===== config.mk =====
export PLATFORM = sky130hd
export DESIGN_NAME = clock_set_ctrl_flat
export DESIGN_NICKNAME = d
export VERILOG_FILES = /design/src/rtl/clock_pkg.sv /design/src/rtl/clock_set_ctrl_if.sv /design/src/rtl/clock_set_ctrl_debounce.sv /design/src/rtl/clock_set_ctrl.sv /design/src/flat_wrapper.sv
export SDC_FILE = /design/constraint.sdc
export NUM_CORES = 1
export LEC_CHECK = 0
export BUFFER_PORTS_ARGS = -buffer_cell sky130_fd_sc_hd__buf_2
export CAP_MARGIN = 0
export CORE_MARGIN = 5
export CORE_UTILIZATION = 35
export CTS_CLUSTER_SIZE = 16
export DETAILED_ROUTE_END_ITERATION = 7
export PLACE_DENSITY_LB_ADDON = 0.05
export SYNTH_ARGS = -nofsm -noshare
export SYNTH_HDL_FRONTEND = slang
export SYNTH_SLANG_ARGS = --single-unit
export TNS_END_PERCENT = 5

===== constraint.sdc =====
create_clock -name clk -period 2.4 [get_ports clk]
set_clock_uncertainty 0.1 [all_clocks]
set_input_delay 0.48 -clock clk [delete_from_list [all_inputs] [get_ports clk]]
set_output_delay 0.48 -clock clk [all_outputs]
set_load 0.02 [all_outputs]

===== src/rtl/clock_pkg.sv =====
// Shared definitions for the HH:MM:SS time-setting controller: mode encodings,
// BCD limits, blink-mask bit positions and the BCD field increment rule.
package clock_pkg;

  typedef enum logic [1:0] {
    MODE_RUN     = 2'b00,
    MODE_SET_HR  = 2'b01,
    MODE_SET_MIN = 2'b10,
    MODE_SET_SEC = 2'b11
  } mode_e;

  typedef struct packed {
    logic [3:0] h1;
    logic [3:0] h0;
    logic [3:0] m1;
    logic [3:0] m0;
    logic [3:0] s1;
    logic [3:0] s0;
  } bcd_time_t;

  localparam logic [3:0] HR_MAX_TENS = 4'd2;
  localparam logic [3:0] HR_MAX_ONES = 4'd3;
  localparam logic [3:0] MS_MAX_TENS = 4'd5;
  localparam logic [3:0] MS_MAX_ONES = 4'd9;

  localparam int BLINK_H1 = 5;
  localparam int BLINK_H0 = 4;
  localparam int BLINK_M1 = 3;
  localparam int BLINK_M0 = 2;
  localparam int BLINK_S1 = 1;
  localparam int BLINK_S0 = 0;

  // Two-digit BCD increment that wraps to 00 after {max_tens,max_ones}.
  function automatic logic [7:0] bcd_inc(input logic [3:0] tens,
                                         input logic [3:0] ones,
                                         input logic [3:0] max_tens,
                                         input logic [3:0] max_ones);
    if (tens == max_tens && ones == max_ones) begin
      return 8'h00;
    end else if (ones == 4'd9) begin
      return {tens + 4'd1, 4'd0};
    end else begin
      return {tens, ones + 4'd1};
    end
  endfunction

endpackage


===== src/rtl/clock_set_ctrl_if.sv =====
// Bus between the time-setting controller and the counter/display chain.
interface clock_set_ctrl_if;
  // Strobe semantics: load is a single-cycle strobe that the counters must
  // take in preference to run_en; run_en is a level enable (no ready/back-pressure).
  logic [3:0] cur_h1, cur_h0, cur_m1, cur_m0, cur_s1, cur_s0;
  logic       run_en;
  logic       load;
  logic [3:0] set_h1, set_h0, set_m1, set_m0, set_s1, set_s0;
  logic       disp_shadow;
  logic [5:0] blink_mask;
  logic [1:0] mode;

  modport master (
    input  cur_h1, cur_h0, cur_m1, cur_m0, cur_s1, cur_s0,
    output run_en, load, set_h1, set_h0, set_m1, set_m0, set_s1, set_s0,
    output disp_shadow, blink_mask, mode
  );

  modport slave (
    output cur_h1, cur_h0, cur_m1, cur_m0, cur_s1, cur_s0,
    input  run_en, load, set_h1, set_h0, set_m1, set_m0, set_s1, set_s0,
    input  disp_shadow, blink_mask, mode
  );
endinterface


===== src/rtl/clock_set_ctrl_debounce.sv =====
// Push-button debouncer: 2-flop synchronizer, stability counter, and a
// one-cycle press pulse on each accepted 0->1 level change.
module btn_debounce #(
  parameter int DEBOUNCE_CYCLES = 16
) (
  input  logic clk,
  input  logic reset,
  input  logic raw,
  output logic level,
  output logic press
);

  localparam int CW = (DEBOUNCE_CYCLES > 1) ? $clog2(DEBOUNCE_CYCLES) : 1;

  logic          sync1_q, sync2_q;
  logic [CW-1:0] cnt_q, cnt_d;
  logic          level_q, level_d;
  logic          press_q, press_d;

  always_ff @(posedge clk or posedge reset) begin
    if (reset) begin
      sync1_q <= 1'b0;
      sync2_q <= 1'b0;
      cnt_q   <= '0;
      level_q <= 1'b0;
      press_q <= 1'b0;
    end else begin
      sync1_q <= raw;
      sync2_q <= sync1_q;
      cnt_q   <= cnt_d;
      level_q <= level_d;
      press_q <= press_d;
    end
  end

  // Counter only runs while the synchronized level disagrees with the accepted one.
  always_comb begin
    cnt_d   = cnt_q;
    level_d = level_q;
    press_d = 1'b0;
    if (sync2_q == level_q) begin
      cnt_d = '0;
    end else if (cnt_q == CW'(DEBOUNCE_CYCLES - 1)) begin
      cnt_d   = '0;
      level_d = sync2_q;
      press_d = sync2_q;
    end else begin
      cnt_d = cnt_q + 1'b1;
    end
  end

  assign level = level_q;
  assign press = press_q;

endmodule


===== src/rtl/clock_set_ctrl.sv =====
// Time-setting controller: debounced mode/increment buttons drive a RUN/SET
// mode FSM that edits a shadow BCD time and loads it back into the counters.
module clock_set_ctrl
  import clock_pkg::*;
#(
  parameter int DEBOUNCE_CYCLES = 16,
  parameter int BLINK_CYCLES    = 8
) (
  input  logic clk,
  input  logic reset,
  input  logic btn_mode_raw_i,
  input  logic btn_inc_raw_i,
  output logic dbg_mode_level_o,
  output logic dbg_inc_level_o,
  clock_set_ctrl_if.master bus
);

  localparam int BW = (BLINK_CYCLES > 1) ? $clog2(BLINK_CYCLES) : 1;

  logic mode_press, inc_press;

  btn_debounce #(.DEBOUNCE_CYCLES(DEBOUNCE_CYCLES)) u_mode_db (
    .clk   (clk),
    .reset (reset),
    .raw   (btn_mode_raw_i),
    .level (dbg_mode_level_o),
    .press (mode_press)
  );

  btn_debounce #(.DEBOUNCE_CYCLES(DEBOUNCE_CYCLES)) u_inc_db (
    .clk   (clk),
    .reset (reset),
    .raw   (btn_inc_raw_i),
    .level (dbg_inc_level_o),
    .press (inc_press)
  );

  mode_e         state_q, state_d;
  bcd_time_t     set_q, set_d;
  logic          load_q, load_d;
  logic          ph_q, ph_d;
  logic [BW-1:0] bcnt_q, bcnt_d;
  logic [5:0]    blink;

  always_ff @(posedge clk or posedge reset) begin
    if (reset) begin
      state_q <= MODE_RUN;
      set_q   <= '0;
      load_q  <= 1'b0;
      ph_q    <= 1'b0;
      bcnt_q  <= '0;
    end else begin
      state_q <= state_d;
      set_q   <= set_d;
      load_q  <= load_d;
      ph_q    <= ph_d;
      bcnt_q  <= bcnt_d;
    end
  end

  // A mode press takes precedence; a coincident increment is dropped.
  always_comb begin
    state_d = state_q;
    set_d   = set_q;
    load_d  = 1'b0;
    if (mode_press) begin
      case (state_q)
        MODE_RUN: begin
          state_d = MODE_SET_HR;
          set_d   = '{h1: bus.cur_h1, h0: bus.cur_h0, m1: bus.cur_m1,
                      m0: bus.cur_m0, s1: bus.cur_s1, s0: bus.cur_s0};
        end
        MODE_SET_HR:  state_d = MODE_SET_MIN;
        MODE_SET_MIN: state_d = MODE_SET_SEC;
        default: begin
          state_d = MODE_RUN;
          load_d  = 1'b1;
        end
      endcase
    end else if (inc_press) begin
      case (state_q)
        MODE_SET_HR:
          {set_d.h1, set_d.h0} = bcd_inc(set_q.h1, set_q.h0, HR_MAX_TENS, HR_MAX_ONES);
        MODE_SET_MIN:
          {set_d.m1, set_d.m0} = bcd_inc(set_q.m1, set_q.m0, MS_MAX_TENS, MS_MAX_ONES);
        MODE_SET_SEC:
          {set_d.s1, set_d.s0} = bcd_inc(set_q.s1, set_q.s0, MS_MAX_TENS, MS_MAX_ONES);
        default: ;
      endcase
    end
  end

  // Blink phase restarts visible on every mode change.
  always_comb begin
    ph_d   = ph_q;
    bcnt_d = bcnt_q + 1'b1;
    if (state_d != state_q) begin
      ph_d   = 1'b0;
      bcnt_d = '0;
    end else if (bcnt_q == BW'(BLINK_CYCLES - 1)) begin
      ph_d   = ~ph_q;
      bcnt_d = '0;
    end
  end

  always_comb begin
    blink = '0;
    case (state_q)
      MODE_SET_HR: begin
        blink[BLINK_H1] = ph_q;
        blink[BLINK_H0] = ph_q;
      end
      MODE_SET_MIN: begin
        blink[BLINK_M1] = ph_q;
        blink[BLINK_M0] = ph_q;
      end
      MODE_SET_SEC: begin
        blink[BLINK_S1] = ph_q;
        blink[BLINK_S0] = ph_q;
      end
      default: ;
    endcase
  end

  assign bus.mode        = state_q;
  assign bus.run_en      = (state_q == MODE_RUN);
  assign bus.disp_shadow = (state_q != MODE_RUN);
  assign bus.load        = load_q;
  assign bus.blink_mask  = blink;
  assign bus.set_h1      = set_q.h1;
  assign bus.set_h0      = set_q.h0;
  assign bus.set_m1      = set_q.m1;
  assign bus.set_m0      = set_q.m0;
  assign bus.set_s1      = set_q.s1;
  assign bus.set_s0      = set_q.s0;

endmodule


===== src/flat_wrapper.sv =====
// flat-port wrapper written by rule: the top's interface ports become plain ports
module clock_set_ctrl_flat import clock_pkg::*;
#(
  parameter int DEBOUNCE_CYCLES = 16,
  parameter int BLINK_CYCLES    = 8
)
  (clk, reset, btn_mode_raw_i, btn_inc_raw_i, dbg_mode_level_o, dbg_inc_level_o, bus_cur_h1, bus_cur_h0, bus_cur_m1, bus_cur_m0, bus_cur_s1, bus_cur_s0, bus_run_en, bus_load, bus_set_h1, bus_set_h0, bus_set_m1, bus_set_m0, bus_set_s1, bus_set_s0, bus_disp_shadow, bus_blink_mask, bus_mode);
  clock_set_ctrl_if bus_i ();
  input  logic clk;
  input  logic reset;
  input  logic btn_mode_raw_i;
  input  logic btn_inc_raw_i;
  output logic dbg_mode_level_o;
  output logic dbg_inc_level_o;
  input wire logic [$bits(bus_i.cur_h1)-1:0] bus_cur_h1;
  input wire logic [$bits(bus_i.cur_h0)-1:0] bus_cur_h0;
  input wire logic [$bits(bus_i.cur_m1)-1:0] bus_cur_m1;
  input wire logic [$bits(bus_i.cur_m0)-1:0] bus_cur_m0;
  input wire logic [$bits(bus_i.cur_s1)-1:0] bus_cur_s1;
  input wire logic [$bits(bus_i.cur_s0)-1:0] bus_cur_s0;
  output wire logic [$bits(bus_i.run_en)-1:0] bus_run_en;
  output wire logic [$bits(bus_i.load)-1:0] bus_load;
  output wire logic [$bits(bus_i.set_h1)-1:0] bus_set_h1;
  output wire logic [$bits(bus_i.set_h0)-1:0] bus_set_h0;
  output wire logic [$bits(bus_i.set_m1)-1:0] bus_set_m1;
  output wire logic [$bits(bus_i.set_m0)-1:0] bus_set_m0;
  output wire logic [$bits(bus_i.set_s1)-1:0] bus_set_s1;
  output wire logic [$bits(bus_i.set_s0)-1:0] bus_set_s0;
  output wire logic [$bits(bus_i.disp_shadow)-1:0] bus_disp_shadow;
  output wire logic [$bits(bus_i.blink_mask)-1:0] bus_blink_mask;
  output wire logic [$bits(bus_i.mode)-1:0] bus_mode;
  assign bus_i.cur_h1 = bus_cur_h1;
  assign bus_i.cur_h0 = bus_cur_h0;
  assign bus_i.cur_m1 = bus_cur_m1;
  assign bus_i.cur_m0 = bus_cur_m0;
  assign bus_i.cur_s1 = bus_cur_s1;
  assign bus_i.cur_s0 = bus_cur_s0;
  assign bus_run_en = bus_i.run_en;
  assign bus_load = bus_i.load;
  assign bus_set_h1 = bus_i.set_h1;
  assign bus_set_h0 = bus_i.set_h0;
  assign bus_set_m1 = bus_i.set_m1;
  assign bus_set_m0 = bus_i.set_m0;
  assign bus_set_s1 = bus_i.set_s1;
  assign bus_set_s0 = bus_i.set_s0;
  assign bus_disp_shadow = bus_i.disp_shadow;
  assign bus_blink_mask = bus_i.blink_mask;
  assign bus_mode = bus_i.mode;
  clock_set_ctrl #(.DEBOUNCE_CYCLES(DEBOUNCE_CYCLES), .BLINK_CYCLES(BLINK_CYCLES)) u_core (.clk(clk), .reset(reset), .btn_mode_raw_i(btn_mode_raw_i), .btn_inc_raw_i(btn_inc_raw_i), .dbg_mode_level_o(dbg_mode_level_o), .dbg_inc_level_o(dbg_inc_level_o), .bus(bus_i));
endmodule

==> results of run 1 <==
==> cell usage in the layout, fill, tap and decap left out, types with 2 or more instances in the layout <==
| master | netlist | routed |
|---|---|---|
| nor4_1 | 2 | 2 |
| nor3_1 | 7 | 7 |
| mux2_2 | 2 | 2 |
| and3b_1 | 6 | 6 |
| nand3_1 | 9 | 9 |
| nand2_1 | 9 | 9 |
| a32oi_1 | 3 | 3 |
| a211oi_1 | 4 | 4 |
| buf_2 | 3 | 64 |
| and2_1 | 7 | 7 |
| ha_1 | 21 | 21 |
| a21oi_1 | 20 | 20 |
| buf_4 | 3 | 7 |
| nor3b_1 | 7 | 7 |
| dfrtp_1 | 47 | 47 |
| a22oi_1 | 3 | 3 |
| inv_1 | 18 | 17 |
| o2bb2ai_1 | 3 | 3 |
| xnor2_1 | 6 | 6 |
| nor2b_1 | 3 | 3 |
| a21o_1 | 2 | 2 |
| nor2_1 | 17 | 17 |
| o22ai_1 | 5 | 5 |
| o211ai_1 | 3 | 3 |
| clkbuf_8 | 0 | 6 |
| o21ai_0 | 20 | 20 |
| nand4b_1 | 2 | 2 |
| a2bb2oi_1 | 6 | 6 |
==> per-stage QoR <==
stage / util / hold WS, ns
after floorplan: - / 0.231
after global placement: 0.423 / 0.232
after detailed placement: 0.423 / 0.237
after CTS: 0.435 / 0.0497
after global routing: 0.435 / 0.0742
final: 0.435 / 0.0490
==> power by group <==
part | total [W] | internal [W] | switching (W) | leakage [nW]
combinational | 0.0000646 | 0.0000310 | 0.0000335 | 0.924
clock | 0.000493 | 0.000227 | 0.000267 | 0.0470
sequential | 0.000817 | 0.000805 | 0.0000116 | 0.549
total | 0.00137 | 0.00106 | 0.000312 | 1.52
==> state kept, by name (all words and copies together), names as in the netlist <==
| signal | flops |
|---|---|
| u_core.bus.set_s1 | 4 |
| u_core.bus.mode | 2 |
| u_core.bus.set_h1 | 4 |
| u_core.u_inc_db.press | 1 |
| u_core.bus.set_m0 | 4 |
| u_core.u_inc_db.sync2_q | 1 |
| u_core.bus.set_h0 | 4 |
| u_core.u_mode_db.sync2_q | 1 |
| u_core.u_inc_db.level | 1 |
| u_core.u_mode_db.level | 1 |
| u_core.ph_q | 1 |
| u_core.bus.set_m1 | 4 |
| u_core.u_mode_db.cnt_q | 4 |
| u_core.bcnt_q | 3 |
| u_core.bus.load | 1 |
| u_core.u_inc_db.sync1_q | 1 |
| u_core.u_mode_db.sync1_q | 1 |
| u_core.bus.set_s0 | 4 |
| u_core.u_inc_db.cnt_q | 4 |
| u_core.u_mode_db.press | 1 |
==> layer usage <==
layer / share of wire / vias to the layer above
met1: 0.47 / 1010
met4: 0.013 / 0
met2: 0.46 / 51
li1: - / 1071
met5: 0 / -
met3: 0.055 / 7
==> worst max-delay path, cell delays in order (launching register included) <==
cell and delay (ns):
dfrtp_1 0.45, inv_1 0.12, ha_1 0.21, and2_1 0.33
a21oi_1 0.12, or4_2 0.62, o211ai_1 0.09
==> cell type report <==
| type | count | area, um^2 |
|---|---|---|
| tap | 99 | 124 |
| clock inverter | 1 | 5.00 |
| clock buffer | 6 | 82.6 |
| fill | 722 | 4100 |
| timing repair buffer | 71 | 373 |
| inverter | 18 | 67.6 |
| sequential | 47 | 1180 |
| multi-input combinational | 186 | 1330 |
==> kinds of logic (layout without fill, tap and decap cells) <==
| logic type | after synthesis | in the layout | synth area share |
|---|---|---|---|
| multiplexers | 4 | 4 | 0.0181 |
| AO/OA/AOI/OAI | 73 | 73 | 0.183 |
| flip-flops | 47 | 47 | 0.449 |
| AND/OR/NAND/NOR | 81 | 81 | 0.182 |
| XOR/XNOR | 7 | 7 | 0.0234 |
| buffers and inverters | 27 | 96 | 0.0444 |
| adder cells (fa/ha/maj) | 21 | 21 | 0.100 |
==> worst max-delay path by stage <==
stage                           endpoint  slack (ns)  cells past startpoint
global placement    u_core.bus.set_h0[3]        0.36                      6
floorplan           u_core.bus.set_h0[3]        0.21                      7
CTS                 u_core.bus.set_h0[3]        0.25                      6
finish              u_core.bus.set_h0[3]        0.28                      6
detailed placement  u_core.bus.set_h0[3]        0.27                      6
global route        u_core.bus.set_h0[3]        0.12                      6
==> flow_summary.toml, run 1 <==
[hold_path]
min_path_type = "primary input to asynchronous set/reset pin"

[synth]
avgSynthCellArea_um2 = 10.1
synthArstFlopShare = 1.00
synthesis.instances = 260
synth_fp_nets = 309
synth_area_um2 = 2620
yosys-top-cells-area = "dfrtp_1 45%, ha_1 10%, a21oi_1 3.8%, o21ai_0 3.8%, inv_1 2.6%"
yosysTopAreaCell = "dfrtp_1"
synthTopCellsByCount = "47 x dfrtp_1, 21 x ha_1, 20 x a21oi_1, 20 x o21ai_0, 18 x inv_1"
synth_edf_count = 0
synth.top_cell.area_share = 0.449
synth_top_flop_cell = "dfrtp_1"
seq_area_frac_synth = 0.449
ys_ff_latch = 47
synth.most_common_cell = "dfrtp_1"
synth.distinct_cells = 47
ys_warn_count = 0

[worst_setup_path]
crit_start = "u_core.bus.mode[1]"
start_kind = "flop"
crit_type = "flop to flop"
r2r_start = "u_core.bus.mode[1]"
crit_required_ns = 2.52
reg2reg_setup_slack_ns = 0.28
crit_path_end_kind = "flop"
cp_max_fo = 9
reg2regPathDepth = 6
crit_arrival_ns = 2.24
rr_endpoint = "u_core.bus.set_h0[3]"

[global_routing]
track_usage = 0.134
antenna_found_initial = 0
busiest_layer = "met2"
globalRouteMet1Util = 0.182
grt_pass1_vias = 2061
grt_overflow_total = 0
met3_usage = 0.0302
met2_usage = 0.213
grt_pass1_wl_um = 9690
grt_max_degree = 21

[die]
fp.dieH_um = 96.5
start_util = 0.361
die_w_um = 96.5
die_area_um2 = 9320
coreArea_um2 = 7250
io_pins = 65
rows = 31

[sta]
fmax_mhz = 472
hold_viol = 0
drv_slew = 0
setup_viol_count_final = 0
period_share = 0.884
worst_pin_slew_ns = 0.616
slew_headroom = 0.589
worst_slack_ns = 0.280
tns_ns = 0
rsz0062_at_grt = "no"
min_period_ns = 2.12

[clocking]
cts_hold_buffers = 0
path_clk_slew_ns = 0.09
post_cts_buffers = 0
cts_max_level = 2
cts_buffers = 5
post_cts_resized = 0
cts.sinks = 47
cts_tree = "yes"
ctsRootBufferMaster = "clkbuf_8"
clk_latency_ns = 0.30
cts_max_path_buffers = 2

[drt]
drc = 0
wl_per_cell_um = 14.0
postRouteAntennaNets = 0
wl_um = 6000
dr.pass1.iters = 5
via_per_inst = 5.00
drtIter0Drc = 57
vias = 2139

[pwr]
total_power_w = 0.00137
power_density_nw_per_um2 = 436
leakagePower_nw = 1.52
ir_worst_vdd_mv = 0.214

[outcome]
status = "finished, final reports clean"

[finish]
layout.nets = 378
area_delta_synth_final_pct = 20.4
antenna_cells = 0
final_cell_count_no_fill = 428
fin_area_um2 = 3160
layout-drive-gt1-share = 0.267

[run]
drv_cap = 0

[place]
place.gp.congestion = 0.798
placed_area_um2 = 3070
dp_cells = 421
dpl.hpwl_um = 4550
numPortBuffers = 64
dpl_worst_slack_ns = 0.272
No activity file was read; power rests on OpenSTA's default activity.
==> inputs of run 2 (changes only) <==
--- a/config.mk
+++ b/config.mk
@@ -8,7 +8,7 @@
 export BUFFER_PORTS_ARGS = -buffer_cell sky130_fd_sc_hd__buf_2
 export CAP_MARGIN = 0
 export CORE_MARGIN = 5
-export CORE_UTILIZATION = 35
+export CORE_UTILIZATION = 53
 export CTS_CLUSTER_SIZE = 16
 export DETAILED_ROUTE_END_ITERATION = 7
 export PLACE_DENSITY_LB_ADDON = 0.05
==> run 2 against run 1 <==
Worst setup slack improved by 0.0080 ns. Core utilization increased by 22 points. Clock power up 1%. Non-clock buffer count down 1. Register-to-register slack barely moved. First-iteration DRC count grew 56%. Final area fell by 1.3%. Largest power group unchanged. Critical path type unchanged. Highest routed layer unchanged. Sequential share of layout area up 0.48 points.
==> flow_summary.toml, run 2 (synthesis results as in run 1) <==
[drt]
wl_per_cell_um = 14.4
postRouteAntennaNets = 0
dr.pass1.iters = 5
drtIter0Drc = 89
vias = 2169
wl_um = 5720
via_per_inst = 5.48
drc = 0

[worst_setup_path]
max_stage_delay_ns = 0.62
path_cells = "inv_1 -> ha_1 -> and2_1 -> a21oi_1 -> or4_2 -> o211ai_1"
crit_path_end_kind = "flop"
cp_max_fo = 9
start_kind = "flop"
crit_required_ns = 2.53
critPathBufInv = 1
critical-path-top-delay-family = "simple AND/OR/NAND/NOR gates"
reg2regPathDepth = 6
cp_slowest_cell = "or4_2"
crit_arrival_ns = 2.24
crit_type = "flop to flop"
crit_cells = 6

[sta]
slew_headroom = 0.620
fmax_mhz = 473
worst_pin_slew_ns = 0.570
rsz0062_at_grt = "no"
period_share = 0.880
hold_viol = 0
drv_slew = 0
setup_viol_count_final = 0
min_period_ns = 2.11
tns_ns = 0

[outcome]
status = "finished, final reports clean"

[finish]
fill_cells = 425
layout.nets = 377
antenna_cells = 0
final_cell_mix = "64 x buf_2, 47 x dfrtp_1, 21 x ha_1"
area_delta_synth_final_pct = 18.9
layout-drive-gt1-share = 0.264
layout_commonest_cell = "buf_2"
fin_area_um2 = 3120

[pwr]
switchingPower_w = 0.000310
ir_worst_vdd_mv = 0.348
clkPwrFrac = 0.362
combPwrFrac = 0.045
seqPwrFrac = 0.592
power.internal_w = 0.00107
leakagePower_nw = 1.52
swShare = 0.224
power_density_nw_per_um2 = 443

[die]
fp.dieH_um = 80.3
start_util = 0.551
io_pins = 65
rows = 25
die_w_um = 80.3
coreArea_um2 = 4750
die_area_um2 = 6450

[clocking]
cts_tree = "yes"
cts_hold_buffers = 0
path_clk_slew_ns = 0.08
cts_max_level = 2
post_cts_resized = 0
cts.sinks = 47
ctsRootBufferMaster = "clkbuf_8"
clk_latency_ns = 0.31
cts_buffers = 5
cts_max_path_buffers = 2
post_cts_buffers = 0

[run]
drv_cap = 0

[place]
numPortBuffers = 64
place.gp.congestion = 0.858
dpl.hpwl_um = 4340
placed_area_um2 = 3020

[global_routing]
track_usage = 0.200
grt_pass1_wl_um = 9980
grt_pass1_vias = 2155
antenna_found_initial = 0
grt_max_degree = 48
grt_overflow_total = 0

[hold_path]
holdPathStages = 1
min_path_type = "primary input to flop"
[run 2: changes by cell type in the layout (fill, tap and decap cells not counted)]
cell,delta
clkinv_2,-1
buf_4,-1
clkbuf_1,+1
clkinv_4,+1
[run 2: worst paths after layout]
check                           slack (ns)                      end                     from
worst min-delay path                  0.18  u_core.u_inc_db.sync1_q            btn_inc_raw_i
max in group asynchronous             1.61              u_core.ph_q                    reset
min in group asynchronous             0.21         u_core.bcnt_q[2]                    reset
worst max-delay path                  0.29     u_core.bus.set_h0[3]       u_core.bus.mode[1]
worst max register to register        0.29     u_core.bus.set_h0[3]       u_core.bus.mode[1]
worst min register to register        0.26  u_core.u_inc_db.sync2_q  u_core.u_inc_db.sync1_q
[run 2: cell type report]
class / instances / area (um^2) / area share
clock buffers: 7 / 86.3 / 0.0277
clock inverters: 1 / 8.76 / 0.00281
inverters: 18 / 67.6 / 0.0217
multi-input cells: 186 / 1330 / 0.426
flip-flops and latches: 47 / 1180 / 0.378
well taps: 67 / 83.8 / 0.0269
repair buffers: 70 / 365 / 0.117
[run 2: metal layers]
| layer | GRT usage | wire (um) | share of wire | vias to the layer above |
|---|---|---|---|---|
| met5 | 0 | 0 | 0 | - |
| met4 | 0.0828 | 121 | 0.021 | 0 |
| met3 | 0.0504 | 304 | 0.053 | 12 |
| met2 | 0.320 | 2730 | 0.48 | 50 |
| met1 | 0.259 | 2570 | 0.45 | 1033 |
| li1 | - | - | - | 1074 |
[run 2: power by group through the flow]
stage                     registers [W]   logic, W  clock network (W)
after floorplan                0.000831  0.0000321                  0
after global placement         0.000833  0.0000634                  0
after detailed placement       0.000834  0.0000640                  0
after CTS                      0.000818  0.0000645           0.000514
after global routing           0.000821  0.0000741           0.000557
final                          0.000818  0.0000627           0.000500
[run 2: metrics by stage]
step	util	hold WS, ns	power [W]	std cells	worst slack [ns]
after detailed placement	0.635	0.240	0.000898	388	0.303
final	0.655	0.175	0.00138	396	0.288
after global routing	0.655	0.164	0.00145	396	0.103
after CTS	0.655	0.167	0.00140	396	0.275
after global placement	0.635	0.233	0.000896	388	0.386
after floorplan	-	0.231	0.000863	260	0.206
